[src/rtl/axis_rr_arbiter.sv]
// Packet-granular round-robin arbiter merging NUM_SRC AXI-Stream sources onto one
// registered AXI-Stream output.
//
// Ports:
//   clk            - single clock, all state on its rising edge
//   reset          - asynchronous active-low reset
//   s_axis_tdata   - NUM_SRC*Data_width, source i at [i*Data_width +: Data_width]
//   s_axis_tvalid  - per-source valid
//   s_axis_tready  - per-source ready (only the granted source can see 1)
//   s_axis_tlast   - per-source end of packet
//   m_axis_tdata   - merged data (registered)
//   m_axis_tvalid  - merged valid (registered)
//   m_axis_tready  - downstream ready
//   m_axis_tlast   - merged end of packet (registered)
//   grant_id       - source owning the output, meaningful while busy=1
//   busy           - high while a packet is being passed through
module axis_rr_arbiter #(
  parameter int unsigned Data_width = 8,
  parameter int unsigned NUM_SRC    = 4
) (
  input  logic                          clk,
  input  logic                          reset,
  input  logic [NUM_SRC*Data_width-1:0] s_axis_tdata,
  input  logic [NUM_SRC-1:0]            s_axis_tvalid,
  output logic [NUM_SRC-1:0]            s_axis_tready,
  input  logic [NUM_SRC-1:0]            s_axis_tlast,
  output logic [Data_width-1:0]         m_axis_tdata,
  output logic                          m_axis_tvalid,
  input  logic                          m_axis_tready,
  output logic                          m_axis_tlast,
  output logic [2:0]                    grant_id,
  output logic                          busy
);

  typedef enum logic [0:0] {StIdle, StPass} state_e;

  localparam logic [2:0] LastIdx = 3'(NUM_SRC - 1);

  state_e                state_q, state_d;
  logic [2:0]            rr_ptr_q, rr_ptr_d;
  logic [2:0]            grant_q, grant_d;
  logic                  m_valid_q, m_valid_d;
  logic                  m_last_q, m_last_d;
  logic [Data_width-1:0] m_data_q, m_data_d;

  logic                  any_valid;
  logic                  found;
  logic [2:0]            winner;
  int unsigned           idx;
  logic                  sel_valid;
  logic                  sel_last;
  logic [Data_width-1:0] sel_data;
  logic                  out_free;
  logic                  beat;

  assign any_valid = |s_axis_tvalid;

  // First valid source at or above rr_ptr, wrapping past NUM_SRC-1 to 0.
  always_comb begin
    winner = rr_ptr_q;
    found  = 1'b0;
    idx    = 0;
    for (int unsigned k = 0; k < NUM_SRC; k++) begin
      idx = (32'(rr_ptr_q) + k) % NUM_SRC;
      if (!found && s_axis_tvalid[idx]) begin
        found  = 1'b1;
        winner = idx[2:0];
      end
    end
  end

  // Mux out the granted source.
  always_comb begin
    sel_valid = 1'b0;
    sel_last  = 1'b0;
    sel_data  = '0;
    for (int unsigned i = 0; i < NUM_SRC; i++) begin
      if (grant_q == 3'(i)) begin
        sel_valid = s_axis_tvalid[i];
        sel_last  = s_axis_tlast[i];
        sel_data  = s_axis_tdata[i*Data_width +: Data_width];
      end
    end
  end

  // The output register can take a new beat when empty or draining this cycle.
  assign out_free = !m_valid_q || m_axis_tready;
  assign beat     = (state_q == StPass) && out_free && sel_valid;

  always_comb begin
    s_axis_tready = '0;
    if ((state_q == StPass) && out_free) begin
      for (int unsigned i = 0; i < NUM_SRC; i++) begin
        if (grant_q == 3'(i)) begin
          s_axis_tready[i] = 1'b1;
        end
      end
    end
  end

  always_comb begin
    state_d  = state_q;
    rr_ptr_d = rr_ptr_q;
    grant_d  = grant_q;
    unique case (state_q)
      StIdle: begin
        if (any_valid) begin
          grant_d = winner;
          state_d = StPass;
        end
      end
      StPass: begin
        if (beat && sel_last) begin
          state_d  = StIdle;
          rr_ptr_d = (grant_q == LastIdx) ? 3'd0 : grant_q + 3'd1;
        end
      end
      default: state_d = StIdle;
    endcase
  end

  // A newly loaded beat wins over clearing on a downstream handshake.
  always_comb begin
    m_valid_d = m_valid_q;
    m_last_d  = m_last_q;
    m_data_d  = m_data_q;
    if (beat) begin
      m_valid_d = 1'b1;
      m_last_d  = sel_last;
      m_data_d  = sel_data;
    end else if (m_valid_q && m_axis_tready) begin
      m_valid_d = 1'b0;
    end
  end

  always_ff @(posedge clk or negedge reset) begin
    if (!reset) begin
      state_q   <= StIdle;
      rr_ptr_q  <= 3'd0;
      grant_q   <= 3'd0;
      m_valid_q <= 1'b0;
      m_last_q  <= 1'b0;
      m_data_q  <= '0;
    end else begin
      state_q   <= state_d;
      rr_ptr_q  <= rr_ptr_d;
      grant_q   <= grant_d;
      m_valid_q <= m_valid_d;
      m_last_q  <= m_last_d;
      m_data_q  <= m_data_d;
    end
  end

  assign m_axis_tdata  = m_data_q;
  assign m_axis_tvalid = m_valid_q;
  assign m_axis_tlast  = m_last_q;
  assign grant_id      = grant_q;
  assign busy          = (state_q == StPass);

endmodule
[config.mk]
export PLATFORM = sky130hd
export DESIGN_NAME = axis_rr_arbiter
export DESIGN_NICKNAME = d
export VERILOG_FILES = /design/src/rtl/axis_rr_arbiter.sv
export SDC_FILE = /design/constraint.sdc
export NUM_CORES = 1
export LEC_CHECK = 0
export ABC_AREA = 1
export CORE_ASPECT_RATIO = 1.5
export CORE_UTILIZATION = 37
export DETAILED_ROUTE_END_ITERATION = 8
export PLACE_DENSITY_LB_ADDON = 0.08
export SETUP_SLACK_MARGIN = 0.2
export SLEW_MARGIN = 10
export SYNTH_ARGS = -nofsm -noshare
export SYNTH_HDL_FRONTEND = slang
export SYNTH_SLANG_ARGS = --single-unit
export TNS_END_PERCENT = 5
[constraint.sdc]
create_clock -name clk -period 1.6 [get_ports clk]
set_clock_uncertainty 0.05 [all_clocks]
set_input_delay 0.16 -clock clk [delete_from_list [all_inputs] [get_ports clk]]
set_output_delay 0.16 -clock clk [all_outputs]
set_load 0.01 [all_outputs]
==> out/metrics.sh, run 1 <==
CTS_BUFFER_DEPTH=2
SYNTH.FF_LATCH_COUNT=16
FINAL_ANTENNA_NET_COUNT=0
YOSYSTOPAREACELLSHARE_PCT=30.0
FIN_CRIT_NS=1.73
FINAL.PERIOD_UTILIZATION_PCT=108
FAILED_CHECKS='negative setup slack'
WORST_SETUP_ENDPOINT='rr_ptr_q[1]$_DFFE_PN0P_'
DRV_SLEW=0
SYN_AVG_CELL_AREA_UM2=6.57
CTS-ROOT-BUF='sky130_fd_sc_hd__clkbuf_8'
YS_SEQ_AREA_SHARE_PCT=30.0
VDD_DROP_MAX_mV=1.03
SETUP_WS_NS=-0.131
RUN_STATUS='complete, but fails checks'
DR_TOTAL_VIAS=1606
GRT_PASS1_VIAS=1539
FINAL_CELL_MIX='sky130_fd_sc_hd__nand2_1 (77), sky130_fd_sc_hd__clkdlybuf4s50_1 (51), sky130_fd_sc_hd__buf_4 (27)'
DIE_AREA_UM2=3850
GR-USAGE-ALL-LAYERS_PCT=23.1
LAYOUT_COMMONEST_CELL='sky130_fd_sc_hd__nand2_1'
COUNT_OF_BUFFERS_INSERTED_AT_THE_TOP_LEVEL_PORTS=60
ROUTEDWLPERCELL_UM=12.5
DIE_H_UM=75.5
CRITPATHMAXFANOUT=9
SYNTH_WARNINGS=0
CORE_AREA_UM2=3420
CRIT_TYPE='register to register'
POST_DP_HPWL_MM=3.15
TIMING.CRITICAL_PATH.CELLS='inv_2 > ha_2 > nand3b_4 > buf_4 > nor2_2 > o22ai_2 > o21ai_4 > nand2_4 > nand2_2 > o21ai_2'
WORSTSETUPENDPOINTTYPE='register'
POWER_LEAKAGE_nW=1.21
ORIGIN_OF_THE_WORST_SETUP_PATH='grant_id[0]$_DFFE_PN0P_'
CLOCK_BUFFER_COUNT_FROM_CTS=3
SYNTH_CELLS=203
AREAGROWTHSYNTHTOFINISH_PCT=77.3
CTSHTREEMAXLEVEL=1
FINALWEIGHTEDCONGESTION=0.798
SLEW-LIMIT-HEADROOM_PCT=79.5
START_UTIL_PCT=39.0
ARRIVAL_NS=1.82
LAYOUT.NETS=337
RR_WORST_DEPTH=10
CRIT_SLOWEST_CELL='sky130_fd_sc_hd__dfrtp_2'
DRIVE_GT1_SHARE_PCT=29.1
REGTOREGENDPOINT='rr_ptr_q[1]$_DFFE_PN0P_'
YOSYS_TOP_CELL_BY_AREA='sky130_fd_sc_hd__dfrtp_1'
ANTENNA_FOUND_INITIAL=0
NUM_IO_PINS=61
CTS.SINKS=16
FIN_WORST_HOLD_SLACK_NS=0.181
FMAXACHIEVABLE_MHz=578
POWER-PER-CELL-AREA_nW_PER_UM2=1730
VIASPERCELL=4.85
SETUP_VIOLATIONS=15
DRT_FIRST_ITER_VIOLATIONS=24
ROWS=26
PRE_CTS_SLACK_NS=-0.239
CPPEAKSTAGEDELAY_NS=0.45
DIE_WIDTH_UM=51.0
CRIT-REG2REG-LAUNCH='grant_id[0]$_DFFE_PN0P_'
INSERTEDDIODECOUNT=0
GRT_FIRST_PASS_WIRELENGTH_MM=6.65
PLACEDCELLCOUNT=324
YOSYS-TOP-CELLS-AREA='sky130_fd_sc_hd__dfrtp_1 (30%), sky130_fd_sc_hd__nand2_1 (24%), sky130_fd_sc_hd__nand3_1 (5.6%), sky130_fd_sc_hd__inv_1 (5.1%), sky130_fd_sc_hd__o211ai_1 (4.5%)'
POSTLAYOUTCOREUTIL_PCT=69.2
CRITICAL_PATH_REQUIRED_NS=1.69
CRIT_PATH_START_KIND='register'
MIN_PATH_TYPE='input port to async pin'
SYNTH.DISTINCT_CELLS=31
MAX_CAP_VIOLATIONS=0
GRT_MAX_DEGREE=17
WORST_SLEW_PIN_SLEW_NS=0.305
FINALWIRELENGTH_MM=4.13
GLOBALROUTE.TOTALOVERFLOW=0
CLK_PIN_SLEW_WORST_PATHS_NS=0.06
GRT_SETUP_UNREPAIRED='true'
FINAL-HOLD-VIOLATION-COUNT=0
SYNTHESIS.NETS=250
DRC=0
CTS_TREE='done'
CTS_HOLD_REPAIR.BUFFERS=0
SYNTHESIS.AREA_UM2=1330
CLK_LATENCY_NS=0.25
FF2FF_SETUP_SLACK_NS=-0.13
DRT_FIRST_PASS_ITERS=4
FINAL_CELLS=331
==> report_power, final <==
group          switching [W]  internal (W)
combinational        0.00153       0.00145
sequential          0.000161      0.000585
clock               0.000141      0.000218
==> final cells by class <==
class,count,area (um2)
clock buffer,4,55.1
timing repair buffer,90,846
tap,42,52.6
sequential,16,404
fill,324,1050
inverter,22,87.6
multi-input combinational,157,920
==> cells by family after synthesis <==
family                     count (synthesis)  synth area share (%)
DFF                                       16                  30.0
AOI/OAI and AO/OA                         28                  15.1
buffers and inverters                     30                  10.6
adders and majority gates                  4                  3.75
and+or+nand+nor                          125                  40.5
==> worst max-delay path: cells and delay by family (launching register included) <==
family	cells	cell delay, ns
compound gates	3	0.32
fa+ha+maj	1	0.20
buf+inv	2	0.26
simple gates	4	0.34
flops	1	0.45
==> metrics by stage <==
step / setup TNS [ns] / total power, W / cell area (um2)
2_1_floorplan: -1.23 / 0.00231 / 1350
3_3_place_gp: -2.46 / 0.00343 / 2170
3_5_place_dp: -3.02 / 0.00347 / 2170
4_1_cts: -1.42 / 0.00399 / 2300
5_1_grt: -2.84 / 0.00445 / 2360
6_report: -1.03 / 0.00409 / 2360
==> what timing repair did <==
action | 4_1_cts | 5_1_grt
pin swaps | 5 | 4
resized for setup | 38 | 15
endpoints found under the setup margin | 23 | 21
buffers inserted | 2 | 1
==> state kept, by name (all words and copies together) (netlist names) <==
name / count
busy: 1
grant_id: 3
m_axis_tdata: 8
m_axis_tlast: 1
m_axis_tvalid: 1
rr_ptr_q: 2
==> metal layers <==
metal  track usage (%)  wire, um  up-vias  share of wire [%]
li1                  -         -      823                  -
met1              23.5      1550      728                 38
met3              4.59       196        8                4.7
met2              46.5      2300       47                 56
met4              6.48        83        0                2.0
met5                 0         0        -                  0
==> how the worst min path moves through the flow <==
stage | from | endpoint | slack, ns | depth (start not counted)
2_1_floorplan | reset | busy$_DFF_PN0_ | -0.19 | 0
4_1_cts | reset | m_axis_tdata[6]$_DFFE_PN0P_ | 0.18 | 2
5_1_grt | reset | m_axis_tdata[0]$_DFFE_PN0P_ | 0.20 | 2
3_3_place_gp | m_axis_tdata[7]$_DFFE_PN0P_ | m_axis_tdata[7]$_DFFE_PN0P_ | 0.41 | 2
3_5_place_dp | m_axis_tdata[2]$_DFFE_PN0P_ | m_axis_tdata[2]$_DFFE_PN0P_ | 0.41 | 2
6_report | reset | m_axis_tdata[0]$_DFFE_PN0P_ | 0.18 | 2
==> cell usage after synthesis (all sizes together) <==
library cell	count
nand3	16
inv	22
nor3b	1
buf	8
nand3b	2
nand4	1
ha	4
a21oi	2
o211ai	8
nor2	15
o21ai	8
o22ai	10
dfrtp	16
or2	1
nor4	1
nand2	88
(Power assumes the default switching activity.)
==> run 2: changes to the inputs <==
ABC_AREA = not set   (was 1)
CORE_UTILIZATION = 36   (was 37)
==> run 2 against run 1 <==
Against the previous run:
- the run still ends with negative setup slack left
- clock power about the same
- core utilization decreased by 1.2 points
- via count decreased by 17%
- sequential power decreased by 3.9%
- first-iteration DRC count unchanged
- hold slack got worse by 0.012 ns
- critical endpoint is now m_axis_tdata[4]$_DFFE_PN0P_
- largest power group unchanged
==> out/metrics.sh, run 2 <==
MULTI_INPUT_COMB_AREA_UM2=774  # was 920 um2
GRT_BUSIEST_LAYER='met2'  # unchanged
CRIT_TYPE='register to register'  # unchanged
FINAL_CELL_MIX='sky130_fd_sc_hd__clkdlybuf4s50_1 (47), sky130_fd_sc_hd__a21oi_1 (20), sky130_fd_sc_hd__buf_4 (20)'  # was sky130_fd_sc_hd__nand2_1 (77), sky130_fd_sc_hd__clkdlybuf4s50_1 (51), sky130_fd_sc_hd__buf_4 (27)
SYNTHESIS.AREA_UM2=1220  # was 1330 um2
PLACEDCELLCOUNT=251  # was 324
COUNT_OF_BUFFERS_INSERTED_AT_THE_TOP_LEVEL_PORTS=60  # unchanged
DIE_AREA_UM2=3640  # was 3850 um2
SYNTH.FF_LATCH_COUNT=16  # unchanged
SEQ_AREA_UM2=403  # was 404 um2
FF2FF_SETUP_SLACK_NS=-0.43  # was -0.13 ns
NUM_IO_PINS=61  # unchanged
YOSYS-TOP-CELLS-COUNT='sky130_fd_sc_hd__a21oi_1 (20), sky130_fd_sc_hd__dfrtp_1 (16), sky130_fd_sc_hd__inv_1 (14)'  # was sky130_fd_sc_hd__nand2_1 (85), sky130_fd_sc_hd__inv_1 (18), sky130_fd_sc_hd__dfrtp_1 (16)
NFILLCELLS=283  # was 324
SYNTH_CELLS=137  # was 203
CTS_TREE='done'  # unchanged
CRIT_PATH_START_KIND='register'  # unchanged
FMAXACHIEVABLE_MHz=493  # was 578 MHz
ANTENNA_FOUND_INITIAL=0  # unchanged
FINAL_CELLS=260  # was 331
GRT_SETUP_UNREPAIRED='true'  # unchanged
VDD_DROP_MAX_mV=0.930  # was 1.03 mV
CTS.SINKS=16  # unchanged
DRT_FIRST_ITER_VIOLATIONS=24  # unchanged
FINALWIRELENGTH_MM=3.84  # was 4.13 mm
GR-USAGE-ALL-LAYERS_PCT=22.4  # was 23.1%
WORST_SLEW_PIN_SLEW_NS=0.301  # was 0.305 ns
CRITPATHMAXFANOUT=9  # unchanged
POWER_LEAKAGE_nW=0.989  # was 1.21 nW
GLOBAL_ROUTE.USAGE.MET3_PCT=3.93  # was 4.59%
ARRIVAL_NS=2.12  # was 1.82 ns
CLK_PIN_SLEW_WORST_PATHS_NS=0.06  # about the same
CLOCK_BUFFER_COUNT_FROM_CTS=3  # unchanged
POWER-PER-CELL-AREA_nW_PER_UM2=1690  # was 1730 nW/um2
LAYOUT_COMMONEST_CELL='sky130_fd_sc_hd__clkdlybuf4s50_1'  # was sky130_fd_sc_hd__nand2_1
SYNTH_EDF_COUNT=0  # unchanged
FINAL-HOLD-VIOLATION-COUNT=0  # unchanged
SYNTHESIS.NETS=184  # was 250
VIASPERCELL=5.13  # was 4.85
ROUTEDWLPERCELL_UM=14.8  # was 12.5 um
POSTSYNTH.ASYNCRESETSHARE_PCT=100  # unchanged
DRT_FIRST_PASS_ITERS=4  # unchanged
GRTUSAGEMET1_PCT=21.0  # was 23.5%
FINALWEIGHTEDCONGESTION=0.860  # was 0.798
START_UTIL_PCT=38.4  # was 39.0%
FAILED_CHECKS='negative setup slack'  # unchanged
GRT_PASS1_VIAS=1415  # was 1539
CTS-ROOT-BUF='sky130_fd_sc_hd__clkbuf_8'  # unchanged
DRIVE_GT1_SHARE_PCT=30.9  # was 29.1%
MAX_REG_FLOPS=8  # unchanged
SYNTH_FLOP_CELL='sky130_fd_sc_hd__dfrtp_1'  # unchanged
RUN_STATUS='complete, but fails checks'  # unchanged
CTS_HOLD_REPAIR.BUFFERS=0  # unchanged
SETUP_WS_NS=-0.430  # was -0.131 ns
SETUP_VIOLATIONS=16  # was 15
PLACED_AREA_UM2=2020  # was 2170 um2
GRT_MAX_DEGREE=20  # was 17
CRITICAL_PATH_REQUIRED_NS=1.69  # about the same
DR_TOTAL_VIAS=1335  # was 1606
SYNTH.DISTINCT_CELLS=32  # was 31
YOSYSTOPAREACELLSHARE_PCT=32.7  # was 30.0%
YS_SEQ_AREA_SHARE_PCT=32.7  # was 30.0%
SYNTH_WARNINGS=0  # unchanged
SYN_AVG_CELL_AREA_UM2=8.93  # was 6.57 um2
MAX_CAP_VIOLATIONS=0  # unchanged
POST_DP_HPWL_MM=3.02  # was 3.15 mm
DRC=0  # unchanged
CLK_LATENCY_NS=0.25  # about the same
CORE_AREA_UM2=3190  # was 3420 um2
WORSTSETUPENDPOINTTYPE='register'  # unchanged
MIN_PATH_TYPE='input port to async pin'  # unchanged
DRV_SLEW=0  # unchanged
GLOBALROUTE.TOTALOVERFLOW=0  # unchanged
FINAL_CELL_AREA_UM2=2170  # was 2360 um2
INSERTEDDIODECOUNT=0  # unchanged
FINAL.PERIOD_UTILIZATION_PCT=127  # was 108%
PRE_CTS_SLACK_NS=-0.451  # was -0.239 ns
CTS_BUFFER_DEPTH=2  # unchanged
GRT_FIRST_PASS_WIRELENGTH_MM=6.04  # was 6.65 mm
YOSYS-TOP-CELLS-AREA='sky130_fd_sc_hd__dfrtp_1 (33%), sky130_fd_sc_hd__a21oi_1 (8.2%), sky130_fd_sc_hd__mux2_2 (7.4%), sky130_fd_sc_hd__nand3b_1 (5.5%), sky130_fd_sc_hd__a221o_2 (5.5%)'  # was sky130_fd_sc_hd__dfrtp_1 (30%), sky130_fd_sc_hd__nand2_1 (24%), sky130_fd_sc_hd__nand3_1 (5.6%), sky130_fd_sc_hd__inv_1 (5.1%), sky130_fd_sc_hd__o211ai_1 (4.5%)
CTSHTREEMAXLEVEL=1  # unchanged
POST-SYNTH-TOP-COUNT-CELL='sky130_fd_sc_hd__a21oi_1'  # was sky130_fd_sc_hd__nand2_1
DIE_H_UM=73.4  # was 75.5 um
GLOBAL_ROUTE.USAGE.MET2_PCT=44.6  # was 46.5%
SLEW-LIMIT-HEADROOM_PCT=79.7  # was 79.5%
ROWS=25  # was 26
P_TOTAL_W=0.00367  # was 0.00409 W
FIN_CRIT_NS=2.03  # was 1.73 ns
FINAL_ANTENNA_NET_COUNT=0  # unchanged
AREAGROWTHSYNTHTOFINISH_PCT=77.3  # about the same
DIE_WIDTH_UM=49.6  # was 51.0 um
YOSYS_TOP_CELL_BY_AREA='sky130_fd_sc_hd__dfrtp_1'  # unchanged
LAYOUT.NETS=268  # was 337
==> run 2: final cells by class <==
class	instances	share of cell area, %
clock buffer	4	2.54
inverter	14	2.42
multi-input combinational	98	35.7
sequential	16	18.6
tap	40	2.31
timing repair buffer	88	38.5
==> run 2: cell families (layout without fill, tap and decap cells) <==
group / after synthesis / count (layout) / synth area share, %
compound gates: 43 / 43 / 26.3
simple gates: 42 / 42 / 20.0
buf+inv: 23 / 106 / 8.69
flops: 16 / 16 / 32.7
mux: 9 / 9 / 8.18
fa+ha+maj: 4 / 4 / 4.09
==> run 2: where the power goes <==
part           internal, W  switching [W]  total, W  leakage [nW]
Combinational      0.00150        0.00109   0.00259         0.766
Clock             0.000219       0.000145  0.000363        0.0288
Sequential        0.000589       0.000128  0.000717         0.195
Total              0.00231        0.00136   0.00367         0.989
==> run 2: metal layers <==
metal	wire length [um]	share of wire, %
met1	1400	37
met3	173	4.5
met5	0	0
met2	2170	57
met4	88	2.3
==> run 2: what timing repair did <==
item	in CTS	in global routing
hold endpoints to repair	0	0
cloned	1	0
resized for setup	30	12
setup endpoints to repair	24	24
pin swaps	2	1
setup buffers	3	1
==> run 2: path summary, 6_finish.rpt <==
check                                       startpoint                          end  cells after the start
max                            grant_id[0]$_DFFE_PN0P_  m_axis_tdata[4]$_DFFE_PN0P_                      7
min                                              reset  m_axis_tdata[0]$_DFFE_PN0P_                      2
max reg2reg                    grant_id[0]$_DFFE_PN0P_  m_axis_tdata[4]$_DFFE_PN0P_                      7
min reg2reg                m_axis_tdata[5]$_DFFE_PN0P_  m_axis_tdata[5]$_DFFE_PN0P_                      1
max in group asynchronous                        reset      grant_id[0]$_DFFE_PN0P_                      2
min in group clk                      s_axis_tvalid[1]               busy$_DFF_PN0_                      4
==> run 2: critical path, stage by stage, from the launching register on <==
cell,delay (ns)
sky130_fd_sc_hd__dfrtp_2,0.44
sky130_fd_sc_hd__inv_2,0.09
sky130_fd_sc_hd__ha_2,0.19
sky130_fd_sc_hd__nand3b_1,0.14
sky130_fd_sc_hd__a2111oi_4,0.34
sky130_fd_sc_hd__o21a_1,0.20
sky130_fd_sc_hd__buf_12,0.14
sky130_fd_sc_hd__mux2_2,0.33
==> run 2: stage by stage <==
stage | setup TNS [ns] | util [%] | hold slack [ns]
after floorplan | -4.56 | - | -0.186
after global placement | -7.57 | 63.3 | 0.444
after detailed placement | -8.02 | 63.3 | 0.449
after CTS | -5.50 | 66.7 | 0.174
after global routing | -6.37 | 68.0 | 0.184
final | -5.37 | 68.0 | 0.168
